`config.mk`:
```
export PLATFORM = sky130hd
export DESIGN_NAME = tone_period_detector
export DESIGN_NICKNAME = d
export VERILOG_FILES = /design/src/rtl/tone_period_detector.sv
export SDC_FILE = /design/constraint.sdc
export NUM_CORES = 1
export LEC_CHECK = 0
export CORE_MARGIN = 2
export CORE_UTILIZATION = 60
export DETAILED_ROUTE_END_ITERATION = 6
export PLACE_DENSITY = 0.78
export SETUP_SLACK_MARGIN = 0.5
export SLEW_MARGIN = 5
export SYNTH_ARGS = -nofsm -noshare
export SYNTH_HDL_FRONTEND = slang
export SYNTH_SLANG_ARGS = --single-unit
```
`constraint.sdc`:
```
create_clock -name clk -period 7.8 [get_ports clk]
set_input_delay 0.78 -clock clk [delete_from_list [all_inputs] [get_ports clk]]
set_output_delay 0.78 -clock clk [all_outputs]
set_load 0.1 [all_outputs]
```
`src/rtl/tone_period_detector.sv`:
```
// Square-wave tone period detector: measures the half-period between input transitions,
// converts it back to the generator's switch-period value and locks after repeated agreement.
module tone_period_detector #(
    parameter int MATCH_COUNT    = 3,
    parameter int TOLERANCE      = 2,
    parameter int TIMEOUT_CYCLES = 16_777_218
) (
    input  logic        clk,
    input  logic        rst,
    input  logic        square_wave_in,
    output logic [23:0] measured_period,
    output logic        period_valid,
    output logic        period_update
);

    typedef enum logic [1:0] {
        IDLE     = 2'd0,
        ARMED    = 2'd1,
        TRACKING = 2'd2,
        LOCKED   = 2'd3
    } state_t;

    localparam logic [24:0] CNT_MAX = 25'(TIMEOUT_CYCLES - 1);
    localparam logic [24:0] TOL     = 25'(TOLERANCE);
    localparam logic [3:0]  LOCK_AT = 4'(MATCH_COUNT);

    function automatic logic [24:0] sat_inc(input logic [24:0] c);
        return (c == CNT_MAX) ? c : c + 25'd1;
    endfunction

    function automatic logic [24:0] abs_diff(input logic [23:0] a, input logic [23:0] b);
        return (a >= b) ? {1'b0, a - b} : {1'b0, b - a};
    endfunction

    logic        r_s1, r_s2, r_s3;
    logic [24:0] r_cnt;
    state_t      r_state;
    logic [3:0]  r_match_cnt;
    logic [23:0] r_ref;
    logic [23:0] r_measured_period;
    logic        r_period_valid;
    logic        r_period_update;

    logic        w_edge;
    logic        w_glitch;
    logic [23:0] w_cand;
    logic [23:0] w_ref;
    logic        w_match;
    logic        w_timeout;
    logic [3:0]  w_match_inc;
    state_t      w_state_nx;
    logic [3:0]  w_match_cnt_nx;
    logic [23:0] w_ref_nx;
    logic [23:0] w_meas_nx;
    logic        w_update_nx;

    assign w_edge      = r_s2 ^ r_s3;
    // Interval H = cnt+1; the generator's half-period is P+2, so P = cnt-1.
    assign w_cand      = r_cnt[23:0] - 24'd1;
    assign w_glitch    = (r_cnt < 25'd2);
    assign w_ref       = (r_state == LOCKED) ? r_measured_period : r_ref;
    assign w_match     = (abs_diff(w_cand, w_ref) <= TOL);
    assign w_timeout   = !w_edge && (r_cnt == CNT_MAX) && (r_state != IDLE);
    assign w_match_inc = r_match_cnt + 4'd1;

    always_comb begin
        w_state_nx     = r_state;
        w_match_cnt_nx = r_match_cnt;
        w_ref_nx       = r_ref;
        w_meas_nx      = r_measured_period;
        w_update_nx    = 1'b0;
        if (w_edge) begin
            case (r_state)
                IDLE: begin
                    w_state_nx = ARMED;
                end
                ARMED: begin
                    if (!w_glitch) begin
                        w_state_nx     = TRACKING;
                        w_ref_nx       = w_cand;
                        w_match_cnt_nx = 4'd1;
                    end
                end
                TRACKING: begin
                    if (w_glitch) begin
                        w_state_nx     = ARMED;
                        w_match_cnt_nx = 4'd0;
                    end else if (w_match) begin
                        w_ref_nx       = w_cand;
                        w_match_cnt_nx = w_match_inc;
                        if (w_match_inc == LOCK_AT) begin
                            w_state_nx  = LOCKED;
                            w_meas_nx   = w_cand;
                            w_update_nx = 1'b1;
                        end
                    end else begin
                        w_ref_nx       = w_cand;
                        w_match_cnt_nx = 4'd1;
                    end
                end
                LOCKED: begin
                    if (w_glitch) begin
                        w_state_nx     = ARMED;
                        w_match_cnt_nx = 4'd0;
                    end else if (w_match) begin
                        w_ref_nx    = w_cand;
                        w_meas_nx   = w_cand;
                        w_update_nx = 1'b1;
                    end else begin
                        w_state_nx     = TRACKING;
                        w_ref_nx       = w_cand;
                        w_match_cnt_nx = 4'd1;
                    end
                end
                default: w_state_nx = IDLE;
            endcase
        end else if (w_timeout) begin
            w_state_nx     = IDLE;
            w_meas_nx      = 24'd0;
            w_match_cnt_nx = 4'd0;
        end
    end

    always_ff @(posedge clk) begin
        if (rst) begin
            r_s1              <= 1'b0;
            r_s2              <= 1'b0;
            r_s3              <= 1'b0;
            r_cnt             <= '0;
            r_state           <= IDLE;
            r_match_cnt       <= '0;
            r_ref             <= '0;
            r_measured_period <= '0;
            r_period_valid    <= 1'b0;
            r_period_update   <= 1'b0;
        end else begin
            r_s1              <= square_wave_in;
            r_s2              <= r_s1;
            r_s3              <= r_s2;
            r_cnt             <= w_edge ? 25'd0 : sat_inc(r_cnt);
            r_state           <= w_state_nx;
            r_match_cnt       <= w_match_cnt_nx;
            r_ref             <= w_ref_nx;
            r_measured_period <= w_meas_nx;
            r_period_valid    <= (w_state_nx == LOCKED);
            r_period_update   <= w_update_nx;
        end
    end

    assign measured_period = r_measured_period;
    assign period_valid    = r_period_valid;
    assign period_update   = r_period_update;

endmodule

```
; ---- After elaboration in Yosys (flattened, before gate mapping)
; Index checks and enable logic that the tools add are counted.
[classes]
magnitude_cmp = 3
addsub = 5
bitwise = 3
n_mux = 33
reduce_logical = 12
n_eq_ne = 15
[ops]
columns = operator, n
row1 = $mux W24, 9
row2 = $pmux W24 S2, 1
row3 = $sub A24 B24 Y24, 2
row4 = $mux W4, 7
row5 = $add A25 B1 Y25 const B, 1
row6 = $eq A25 B25 Y1 const B, 1
row7 = $lt A25 B2 Y1 const B, 1
row8 = $ge A24 B24 Y1, 1
row9 = $le A24 B2 Y1 const B, 1
row10 = $sub A24 B1 Y24 const B, 1
row11 = $ne A3 B3 Y1 const B, 6
row12 = $mux W2, 8
row13 = $pmux W4 S3, 1
row14 = $pmux W2 S4, 1
row15 = $reduce_and A7 Y1, 1
row16 = $eq A2 B2 Y1 const B, 3
row17 = $mux W1, 5
row18 = $add A4 B1 Y4 const B, 1
row19 = $eq A4 B2 Y1 const B, 1
row20 = $ne A4 B1 Y1 const B, 1
row21 = $ne A4 B4 Y1 const B, 1
row22 = $reduce_and A4 Y1, 1
row23 = $reduce_bool A2 Y1, 2
row24 = $reduce_or A2 Y1, 2
row25 = other kinds (10), 12
[word_totals]
register_bits = 84
out_inout_bits = 26
in_bits = 3
wordCells = 81

; ---- Depth between registers and ports, before layout
; Gate-level depths: netlist of the first run.
[depth]
ltp_word = 10
ltp_mapped = 24

; ---- Least setup slack after synthesis of the first run
; OpenSTA, ideal clock, no wires.
[synth_path]
path_type = reg2reg
startpoint = register r_cnt[6]
endpoint = register r_measured_period[19] (netlist: measured_period[19])
n_path_buf = 3
setup_slack_ns = 2.265
arrival_time_ns = 5.411
required_time_ns = 7.676
path_stages_with_launch = 24
synth_period_minus_slack_ns = 5.535
path_cell_list = dfxtp_1 clkbuf_1 nor4_1 nand3_1 nor2_1 nand2_1 or4b_2 xor2_1 inv_1 ha_1 clkbuf_1 a21oi_1 a21boi_0 a211oi_2 mux2i_1 nor3_1 xnor2_1 nand4_1 a2111oi_0 nand4_1 nor3_4 a311oi_2 buf_2 o2bb2ai_1
[synth_between]
elab_chain_len = 6
word_cells_on_any_way = 23
cone_classes = add/sub (3) / order compare (3) / eq/ne (5) / mux (8) / reduce/logical (4)
[synth_lines]
columns = element, line_no
row1 = start: declaration, 36  ; logic [24:0] r_cnt;
row2 = start signal: assignment, 140  ; r_cnt <= w_edge ? 25'd0 : sat_inc(r_cnt);
row3 = $sub A24 B1 Y24 *, 59  ; assign w_cand = r_cnt[23:0] - 24'd1;
row4 = via w_cand[22], 46  ; logic [23:0] w_cand;
row5 = $sub A24 B24 Y24 or $ge A24 B24 Y1 (tied branches), 32  ; return (a >= b) ? {1'b0, a - b} : {1'b0, b - a};
row6 = $mux W24 *, 32
row7 = $le A24 B2 Y1 *, 62  ; assign w_match = (abs_diff(w_cand, w_ref) <= TOL);
row8 = $ne A3 B3 Y1 (no line), --
row9 = $reduce_and A7 Y1 (no line) *, --
row10 = end signal: assignment, 144  ; r_measured_period <= w_meas_nx;
row11 = end: declaration, 40  ; logic [23:0] r_measured_period;
; Mark *: on every way through the listed nets, which the timed path passes. The rest lies on a longest branch. The select of a mux whose other input is x is not followed.
; A chain may end at the register's enable or synchronous reset.

; ---- Final worst setup path of the first run
[layout_path]
startpoint = register r_cnt[6]
endpoint = register r_measured_period[9] (netlist: measured_period[9])
; Same word-level chain as after synthesis.

==> impl_results.md, run 1 <==
* Fin crit period at 6.778 ns
* Antenna violations before repair at 0
* Max VDD drop at 0.1528 mV
* Gr usage total at 0.3137
* Worst slack at placement at 1.176 ns
* Number of synthesized flops with an enable pin at 0
* Hold buffer count at cts at 0
* Layout fillers at 924
* 1st-iter DRT viols at 502
* Routed wire length at 18.44 mm
* Hold path endpoint: r_s2
* Final Worst Setup Slack at ~1 ns
* Vias/cell at around 6.3
* Startpoint types: flip-flop
* Failing checks: DRC
* Slew HR at 0.3289
* Outcome: complete, but fails checks
* Reg2reg setup slack at 1.02 ns
* Cts repair resizes at 0
* Combinational share of power at 0.381
* CTS tree: built
* Cell count of the worst hold path at 1
* Launching point of the worst reg2reg path: r_cnt[6]
* Total grt overflow at 0
* F_max at ~150 MHz
* Sequential area share after synthesis at 0.2493
* Largest stage delay, worst path at roughly 0.73 ns
* Input/output buffers at 28
* IO Pins at 29
* Final hold violations at 0
* Clk pin slew, worst setup/hold paths at 0.09 ns
* R2R cell count at 20
* Worst Path Required at ~8 ns
* HP Class: flip-flop to flip-flop
* Post-synth top flop: dfxtp_1
* Die X at 110.0 µm
* Placed wire-length estimate at 14.49 mm
* Core ar. at 0.01089 mm²
* Cell Int Power at 707.9 µW
* CTS H-tree depth at 3
* Max-cap violations at 0
* First-pass DRT Iterations at 7
* # Post-CTS Setup Buffers at 0
* Synthesized area per cell at 7.799 µm²
* Layout cells sized above 1 at 0.05128
* Clock Power Share at 0.246
* Via count at 6295
* Syn_nets at 926
* Reg2Reg Capture Point: measured_period[9]
* Seq pwr share at 0.373
* Worst path cell trace: nor4_1 > nand3_1 > nor2_1 > nand2_1 > or4b_2 > xor2_1 > inv_1 > ha_1 > a21oi_1 > a21boi_0 > a211oi_2 > mux2i_1 > nor3_1 > xnor2_1 > nand4_1 > a2111oi_0 > nand4_1 > nor3_4 > nand3b_2 > o2bb2ai_1
* RSZ-0062 raised after global routing: no
* Crit path kind: flip-flop to flip-flop
* Die Y at ~110 µm
* Synth Cell Area at 0.006746 mm²
* Row cnt at 38
* Slew Limit Fails at 0
* Setup violators final at 0
* Worst Tran Pin Value at 0.9962 ns
* Clock buffer depth at 2
* Sw frac at 0.3949
* Num CTS Buffers at 9
* Root buffer cell: clkbuf_8
* Synth async-reset ratio at 0
* Synth unique cells at 71
* Final Cycle Share at 0.8689
* Leak at around 0.0029 µW
* Setup TNS at 0 ns
* Synthesis-to-finish area growth at 6.306%
* Largest net degree at the start of global routing at between 40 and 50
* Synth warn at 0
* NetSw at between 400 and 500 µW
* Initial core utilization at 0.6196
* Clock Latency Late Sink at 0.36 ns
* Diodes inserted at 0
* Synth Instances at 865
* Setup crit end kind: flip-flop
* Die ar. at ~0.012 mm²
* Hold Crit Start: r_s1
* Sink Count at between 80 and 90
* Post-route ant nets at 0
* Drt drc at 2
* Synth Register Bits at 84
* Critical Path AT at 7.05 ns
* Slowest cell on crit path: a211oi_2
* Crit Path Max Fanout at 24
* Routed WL per cell at 18.48 µm
* First-pass GRT wire length at 29.67 mm
* Total Nets Final at 914
* Power Density at 163.1 mW/mm²
* Vias in the first global route at 5961
* Clock Skew at 0.01573 ns
* Top cell by count, worst path: nand4_1
* RD Place Congestion at 0.9564
sequential cells by signal, indices dropped and copies added, names as in the netlist:
| signal | count |
|---|---|
| measured_period | 24 |
| period_update | 1 |
| period_valid | 1 |
| r_cnt | 25 |
| r_match_cnt | 4 |
| r_ref | 24 |
| r_s1 | 1 |
| r_s2 | 1 |
| r_s3 | 1 |
| r_state | 2 |
metrics by stage:
stage,instance area [µm²],util,instances,total power (µW),hold WS (ns)
after floorplan,6746,-,865,782.1,0.4138
after global placement,6990,0.6420,982,876.9,0.4339
after detailed placement,6990,0.6420,982,879.3,0.4438
after CTS,7172,0.6587,998,1165,0.4563
after global routing,7172,0.6587,998,1229,0.4649
final,7172,0.6587,998,1170,0.4571
cell usage in the layout (no fill, tap or decap), types with 29 or more instances in the layout:
| master | n |
|---|---|
| nand2_1 | 56 |
| ha_1 | 56 |
| nor2_1 | 94 |
| xor2_1 | 35 |
| inv_1 | 66 |
| a211oi_1 | 29 |
| dfxtp_1 | 84 |
| a21oi_1 | 63 |
| o21ai_0 | 40 |
| xnor2_1 | 31 |
worst max-delay path, delay by kind of cell, from the launching register on:
family / cells / cell delay (ns)
compound gates: 5 / 1.69
xor+xnor: 2 / 0.63
fa+ha+maj: 1 / 0.41
buf+inv: 1 / 0.09
flops: 1 / 0.39
mux: 1 / 0.16
simple gates: 10 / 3.28
layout make-up:
cell class | count | area [µm²] | area share
timing repair buffer | 32 | 310.3 | 0.04327
clock inverter | 7 | 57.56 | 0.008025
inverter | 66 | 247.7 | 0.03454
tap | 140 | 175.2 | 0.02442
clock buffer | 9 | 123.9 | 0.01727
multi-input combinational | 660 | 4576 | 0.6380
sequential | 84 | 1682 | 0.2345
power groups by stage:
stage                     logic (µW)  registers, µW  clock network (µW)
final                            446            436                 287
after global routing             483            437                 309
after CTS                        436            436                 293
after detailed placement         433            446                   0
after global placement           431            446                   0
after floorplan                  338            444                   0
Yosys cell counts (6+ instances only):
cell	count	area share
nand3_1	18	0.013
xnor2_1	31	0.040
buf_2	11	0.0082
o21ai_0	40	0.030
nor2_1	94	0.052
o2bb2ai_1	25	0.032
ha_1	56	0.10
o21a_1	9	0.010
xor2_1	35	0.045
nor3_1	15	0.011
dfxtp_1	84	0.25
mux2_2	7	0.012
inv_1	66	0.037
nor4_1	7	0.0065
a21o_1	13	0.014
a31oi_1	7	0.0065
a21oi_1	63	0.047
or3_1	16	0.015
mux2i_1	26	0.039
and3_1	11	0.010
a211oi_1	29	0.032
clkbuf_1	34	0.019
nand4_1	19	0.018
nor2b_1	8	0.0074
o211ai_1	6	0.0067
nand2_1	56	0.031
worst max path at each step:
stage               startpoint                  end  slack [ns]  cells after the start
floorplan             r_cnt[6]  measured_period[19]        2.27                     23
global placement      r_cnt[6]  measured_period[20]        1.33                     21
detailed placement    r_cnt[6]  measured_period[19]        1.18                     20
CTS                   r_cnt[6]  measured_period[19]        1.13                     20
global route          r_cnt[6]  measured_period[19]        0.56                     20
finish                r_cnt[6]   measured_period[9]        1.02                     20
cell families after synthesis:
group / count (synthesis) / synth area share
buffers and inverters: 121 / 0.07326
muxes: 34 / 0.05193
and+or+nand+nor: 266 / 0.1918
AOI/OAI and AO/OA: 236 / 0.2383
xor gates and xnor gates: 66 / 0.08568
DFF: 84 / 0.2493
adders and majority gates: 58 / 0.1098
per-layer routing:
metal / vias to the layer above / share of wire / track usage
met1: 2992 / 0.45 / 0.4224
met4: 0 / 0.031 / 0.1230
met5: - / 0 / 0
met2: 204 / 0.47 / 0.5053
li1: 3057 / - / -
met3: 42 / 0.050 / 0.04703
(Power assumes the default switching activity.)
==> run 2, diff against run 1 <==
- CORE_MARGIN: 2 -> 5
- CORE_UTILIZATION: 60 -> 56
- PLACE_DENSITY: 0.78 -> 0.76
- clock period: 7.8 -> 5.8 ns (I/O delays scaled with it)
==> impl_results.md, run 2 (synthesized netlist as in run 1, its figures left out) <==
* Outcome: complete, no violations
* Leak at between 0.003 and 0.004 µW
* Crit path kind: flip-flop to flip-flop
* Delay-heaviest family, CP: simple AND/OR/NAND/NOR gates
* Worst path cell trace: nor4_4 > nand3_2 > buf_4 > nor4_2 > xnor2_2 > inv_1 > ha_1 > nand4_4 > or3_4 > a2bb2oi_2 > a21oi_4 > nor2_4 > buf_4 > nand4_1 > nor2b_1 > o21ai_0 > nor3_4 > buf_6 > a31oi_1 > mux2_1
* Routed wire length at between 20 and 25 mm
* Synthesis-to-finish area growth at 20.73%
* Hold buffer count at cts at 0
* CTS H-tree depth at 3
* Clk pin slew, worst setup/hold paths at 0.07 ns
* Critical Path AT at 5.47 ns
* Top cell by count, worst path: buf_4
* Crit Path Max Fanout at 8
* NetSw at between 700 and 800 µW
* Routed WL per cell at 19.31 µm
* Most frequent cells in the layout: nor2_1 (89), dfxtp_1 (78), inv_1 (63), a21oi_1 (60), nand2_1 (52)
* Max-cap violations at 0
* Setup TNS at 0 ns
* Initial core utilization at 0.5664
* Total grt overflow at 0
* Sw frac at 0.3634
* Clock Power Share at 0.325
* Row cnt at 40
* Sink Count at 84
* Root buffer cell: clkbuf_16
* Max reg flops at 25
* Die X at between 100 and 150 µm
* Total Nets Final at 952
* CTS tree: built
* Post-DP Area at 0.007254 mm²
* Core ar. at 0.01191 mm²
* Cell Int Power at 1258 µW
* Cell count of the worst hold path at 1
* Die ar. at 0.01434 mm²
* First-pass DRT Iterations at 7
* Worst path depth at 20
* Layout fillers at just under 1000
* Clock buffer depth at 2
* Input/output buffers at 28
* Worst Tran Pin Value at roughly 1 ns
* Final Worst Setup Slack at between 0.5 and 0.6 ns
* R2R cell count at 20
* Layout cells sized above 1 at 0.1763
* Via count at 6533
* Vias/cell at 6.264
* Startpoint types: flip-flop
* F_max at 191.5 MHz
* Max VDD drop at 0.2093 mV
* Biggest register: r_cnt
* Die Y at ~120 µm
* Combinational share of power at 0.378
* Seq pwr share at 0.297
* IO Pins at 29
* First-pass GRT wire length at 31.56 mm
* Slew HR at 0.3304
* RD Place Congestion at around 0.97
* Setup violators final at 0
* Num CTS Buffers at 9
* Largest stage delay, worst path at 0.77 ns
* Clock Skew at about 0.0082 ns
* Vias in the first global route at 6099
* Worst slack at placement at 0.008858 ns
* Clock Latency Late Sink at 0.35 ns
* Placed wire-length estimate at 15.03 mm
* Crit path buf inv count at 4
* Fin crit period at 5.222 ns
* Setup crit end kind: flip-flop
* Hold slack at 0.4584 ns
* Total Power at 1975 µW
* Power Density at 242.5 mW/mm²
* HP Class: flip-flop to flip-flop
* Diodes inserted at 0
* Most common cell after layout, fill and taps aside: nor2_1
* Slowest cell on crit path: o21ai_0
* Largest net degree at the start of global routing at 45
* Final hold violations at 0
* 1st-iter DRT viols at 505
* Final Cycle Share at 0.9003
* Gr usage total at 0.2714
* Slew Limit Fails at 0
* Worst Path Required at 6.04 ns
* Drt drc at 0
* Antenna violations before repair at 0
* Post-route ant nets at 0
* RSZ-0062 raised after global routing: no
* Final cell area excluding filler cells at 0.008145 mm²
## run 2: changes by cell type in the layout (fill, tap and decap cells not counted), moves of 5 or more
cell,delta
xnor2_2,+8
dfxtp_1,-6
nor3_1,-5
xor2_1,-6
clkbuf_8,-9
clkbuf_16,+9
ha_4,+7
xnor2_1,-8
buf_4,+34
ha_2,+6
ha_1,-13
nor2_1,-5
## run 2: path summary, 6_finish.rpt
| check | start | slack (ns) | end |
|---|---|---|---|
| worst max-delay path | r_cnt[7] | 0.58 | r_match_cnt[0] |
| worst min-delay path | r_s1 | 0.46 | r_s2 |
| worst max register to register | r_cnt[7] | 0.58 | r_match_cnt[0] |
| worst min register to register | r_s1 | 0.46 | r_s2 |
## run 2: metal layers
metal,wire length [µm],global-route usage,vias to the layer above,part of all wire
met2,9245,0.4202,220,0.46
li1,-,-,3123,-
met4,494,0.09306,0,0.025
met3,1154,0.04854,39,0.057
met1,9247,0.3805,3151,0.46
met5,0,0,-,0
## run 2: timing repair
item                                    4_1_cts  5_1_grt
setup buffers                                 4        6
resized for setup                            26       75
endpoints found under the setup margin       32       32
pin swaps                                     6       24
gates cloned                                  0        0
## run 2: final cells by class
class / instances / area [µm²] / share of cell area
multi-input cells: 660 / 5072 / 0.6227
inverters: 66 / 247.7 / 0.03041
clock buffers: 9 / 225.2 / 0.02765
flip-flops and latches: 84 / 1694 / 0.2080
well taps: 147 / 183.9 / 0.02258
repair buffers: 70 / 619.3 / 0.07604
clock inverters: 7 / 102.6 / 0.01260
## run 2: power by group through the flow
stage / clock network (µW) / registers [µW] / logic (µW)
finish: 643 / 586 / 747
floorplan: 0 / 597 / 460
global placement: 0 / 598 / 634
CTS: 649 / 586 / 663
global route: 678 / 586 / 805
detailed placement: 0 / 599 / 634
## run 2: worst reg2reg max path: stages, from the launching register on
cell and delay (ns):
dfxtp_4 0.38, nor4_4 0.36, nand3_2 0.18, buf_4 0.18, nor4_2 0.28, xnor2_2 0.21
inv_1 0.08, ha_1 0.36, nand4_4 0.13, or3_4 0.42, a2bb2oi_2 0.18, a21oi_4 0.31
nor2_4 0.12, buf_4 0.17, nand4_1 0.10, nor2b_1 0.06, o21ai_0 0.77, nor3_4 0.09
buf_6 0.18, a31oi_1 0.23, mux2_1 0.34
## run 2: stage by stage
step / util / cells
5_1_grt: 0.6838 / 1043
2_1_floorplan: - / 865
6_report: 0.6838 / 1043
4_1_cts: 0.6478 / 1037
3_3_place_gp: 0.6090 / 1017
3_5_place_dp: 0.6090 / 1017
==> edit: new RTL, flow settings as in run 2 <==
Reset style: asynchronous (`rst`), changed in one clocked block.
--- a/src/rtl/tone_period_detector.sv
+++ b/src/rtl/tone_period_detector.sv
@@ -121,7 +121,7 @@
         end
     end
 
-    always_ff @(posedge clk) begin
+    always_ff @(posedge clk or posedge rst) begin
         if (rst) begin
             r_s1              <= 1'b0;
             r_s2              <= 1'b0;
Check against the original RTL: same outputs for any inputs over 10 cycles, from zero or initial values and one cycle with rst high; that may be too few to reach the edited logic, so the function may still have changed.
==> edit against run 2 <==
- sequential cell count unchanged
- count of clock-buffer cells in the layout up 1
- non-clock buffer count up 38
- global-route usage down 0.20 points
- routed wire length up 8.8%
- critical path type unchanged
- the run now ends with design-rule violations left
- final area up 12%
- worst setup slack worse by 100 ps
- via count up 7.3%
- synthesized area up 5.6%
Power is not compared: it rests on default switching activity, and its combinational part moved more than twofold at a synthesized area within 25%.
==> edit: results (changes against run 2) <==
[sta]
hold_slack_ps=362  ; -96.8 ps
fin_worst_skew_ps=6.43  ; -1.77 ps
relSlewSlack_pct=25.1  ; -7.9 points
clock.fmax_ghz=0.188  ; -1.9%

[min_path]
min_from=r_s1
min_to=r_s2
worstHoldPathCells=0  ; -1

[cells_and_area]
sh_seq_area_pct=23.1  ; +2.3 points
seq_area_um2=2100  ; +24%
comb.multi_input.count=675  ; +2.3%
inv_count=69  ; +4.5%
clock_area_share_pct=3.23  ; -0.80 points
final_nets=1008  ; +5.9%
n_fill_cell=869  ; -11%
signal_buffers=108  ; +54%
clock_buffer_count=10  ; +1
areaGrowthSynthToFinish_pct=27.9
multi_input_area_um2=5240  ; +3.2%
drive_above_1_share_pct=22.8  ; +5.2 points
utilization_pct=72.5  ; +4.1 points
buf_share_pct=11.0  ; +3.4 points

[routing]
drt_iter0_drc=885  ; +75%
dr_total_vias=7010  ; +7.3%
via_per_inst=6.24  ; -0.43%
drc=1  ; +1
drt_wl_total_um=21900  ; +8.8%

[setup_path]
cpPeakStageDelay_ps=390  ; -380 ps
regToRegSetupSlack_ps=480  ; -100 ps
r2r-start=r_cnt[2]
r2r_cells=23  ; +15%
cp.arrival_ps=5540  ; +70 ps
cp_slowest_cell=dfrtp_1
endpoint=measured_period[20]
cp_max_fo=7  ; -1
startpoint_type=flop

[placement]
place_area_um2=7710  ; +6.3%
place_inst=1069  ; +5.1%
dp_slack_ps=156  ; +148 ps
hpwl_um=14400  ; -4.4%
gp_congestion=0.997  ; +3.3%

[global_route]
grt_pass1_vias=6411  ; +5.1%
grt_pass1_wl_um=32200  ; +2.0%
grt_usage_pct=26.9  ; -0.20 points
grt_max_degree=58  ; +29%

[run_status]
violations=design-rule violations
status=finished, violations left

[synthesis]
synthCells=879  ; +1.6%
synth.distinct_cells=69  ; -2.8%
synthTopCellsByCount=nor2_1 (87), a21oi_1 (86), dfrtp_1 (84)
synth_nets=940  ; +1.5%
synthTopCellsByArea=dfrtp_1 (30%), ha_1 (9.8%), a21oi_1 (6.0%)
synthArstFlopShare_pct=100  ; +100 points
synth_seq_area_share_pct=29.5  ; +4.6 points

[clock_network]
cts_num_sinks=84  ; unchanged
root_buffer=clkbuf_16

## edit: cell types whose count changed in the layout (fill, tap and decap cells not counted), sizes merged, moves of 9 or more
cell,before,now
nand2,57,79
o2bb2ai,25,0
a21oi,64,86
buf,42,78
a211oi,30,11
nand4,21,12
dfrtp,0,84
dfxtp,84,0
o22ai,2,31
nand3,18,28
## edit: cells by family after synthesis
kind of cell             synth area share [%]
AND/OR/NAND/NOR                          19.3
multiplexers                             4.83
XOR/XNOR                                 6.76
buffers and inverters                    7.24
AO/OA/AOI/OAI                            22.0
flip-flops                               29.5
adder cells (fa/ha/maj)                  10.4
## edit: metal layers
metal / GRT usage [%] / wire [µm] / vias up
li1: - / - / 3231
met3: 4.01 / 1390 / 63
met2: 42.6 / 10700 / 291
met1: 37.6 / 9180 / 3425
met5: 0 / 0 / -
met4: 9.66 / 633 / 0
## edit: repair_timing
item                                    in CTS  in global routing
pin swaps                                   15                 45
gates resized for setup                     53                 90
endpoints found under the setup margin      32                 32
buffers inserted                            14                 20
gates cloned                                 2                  3
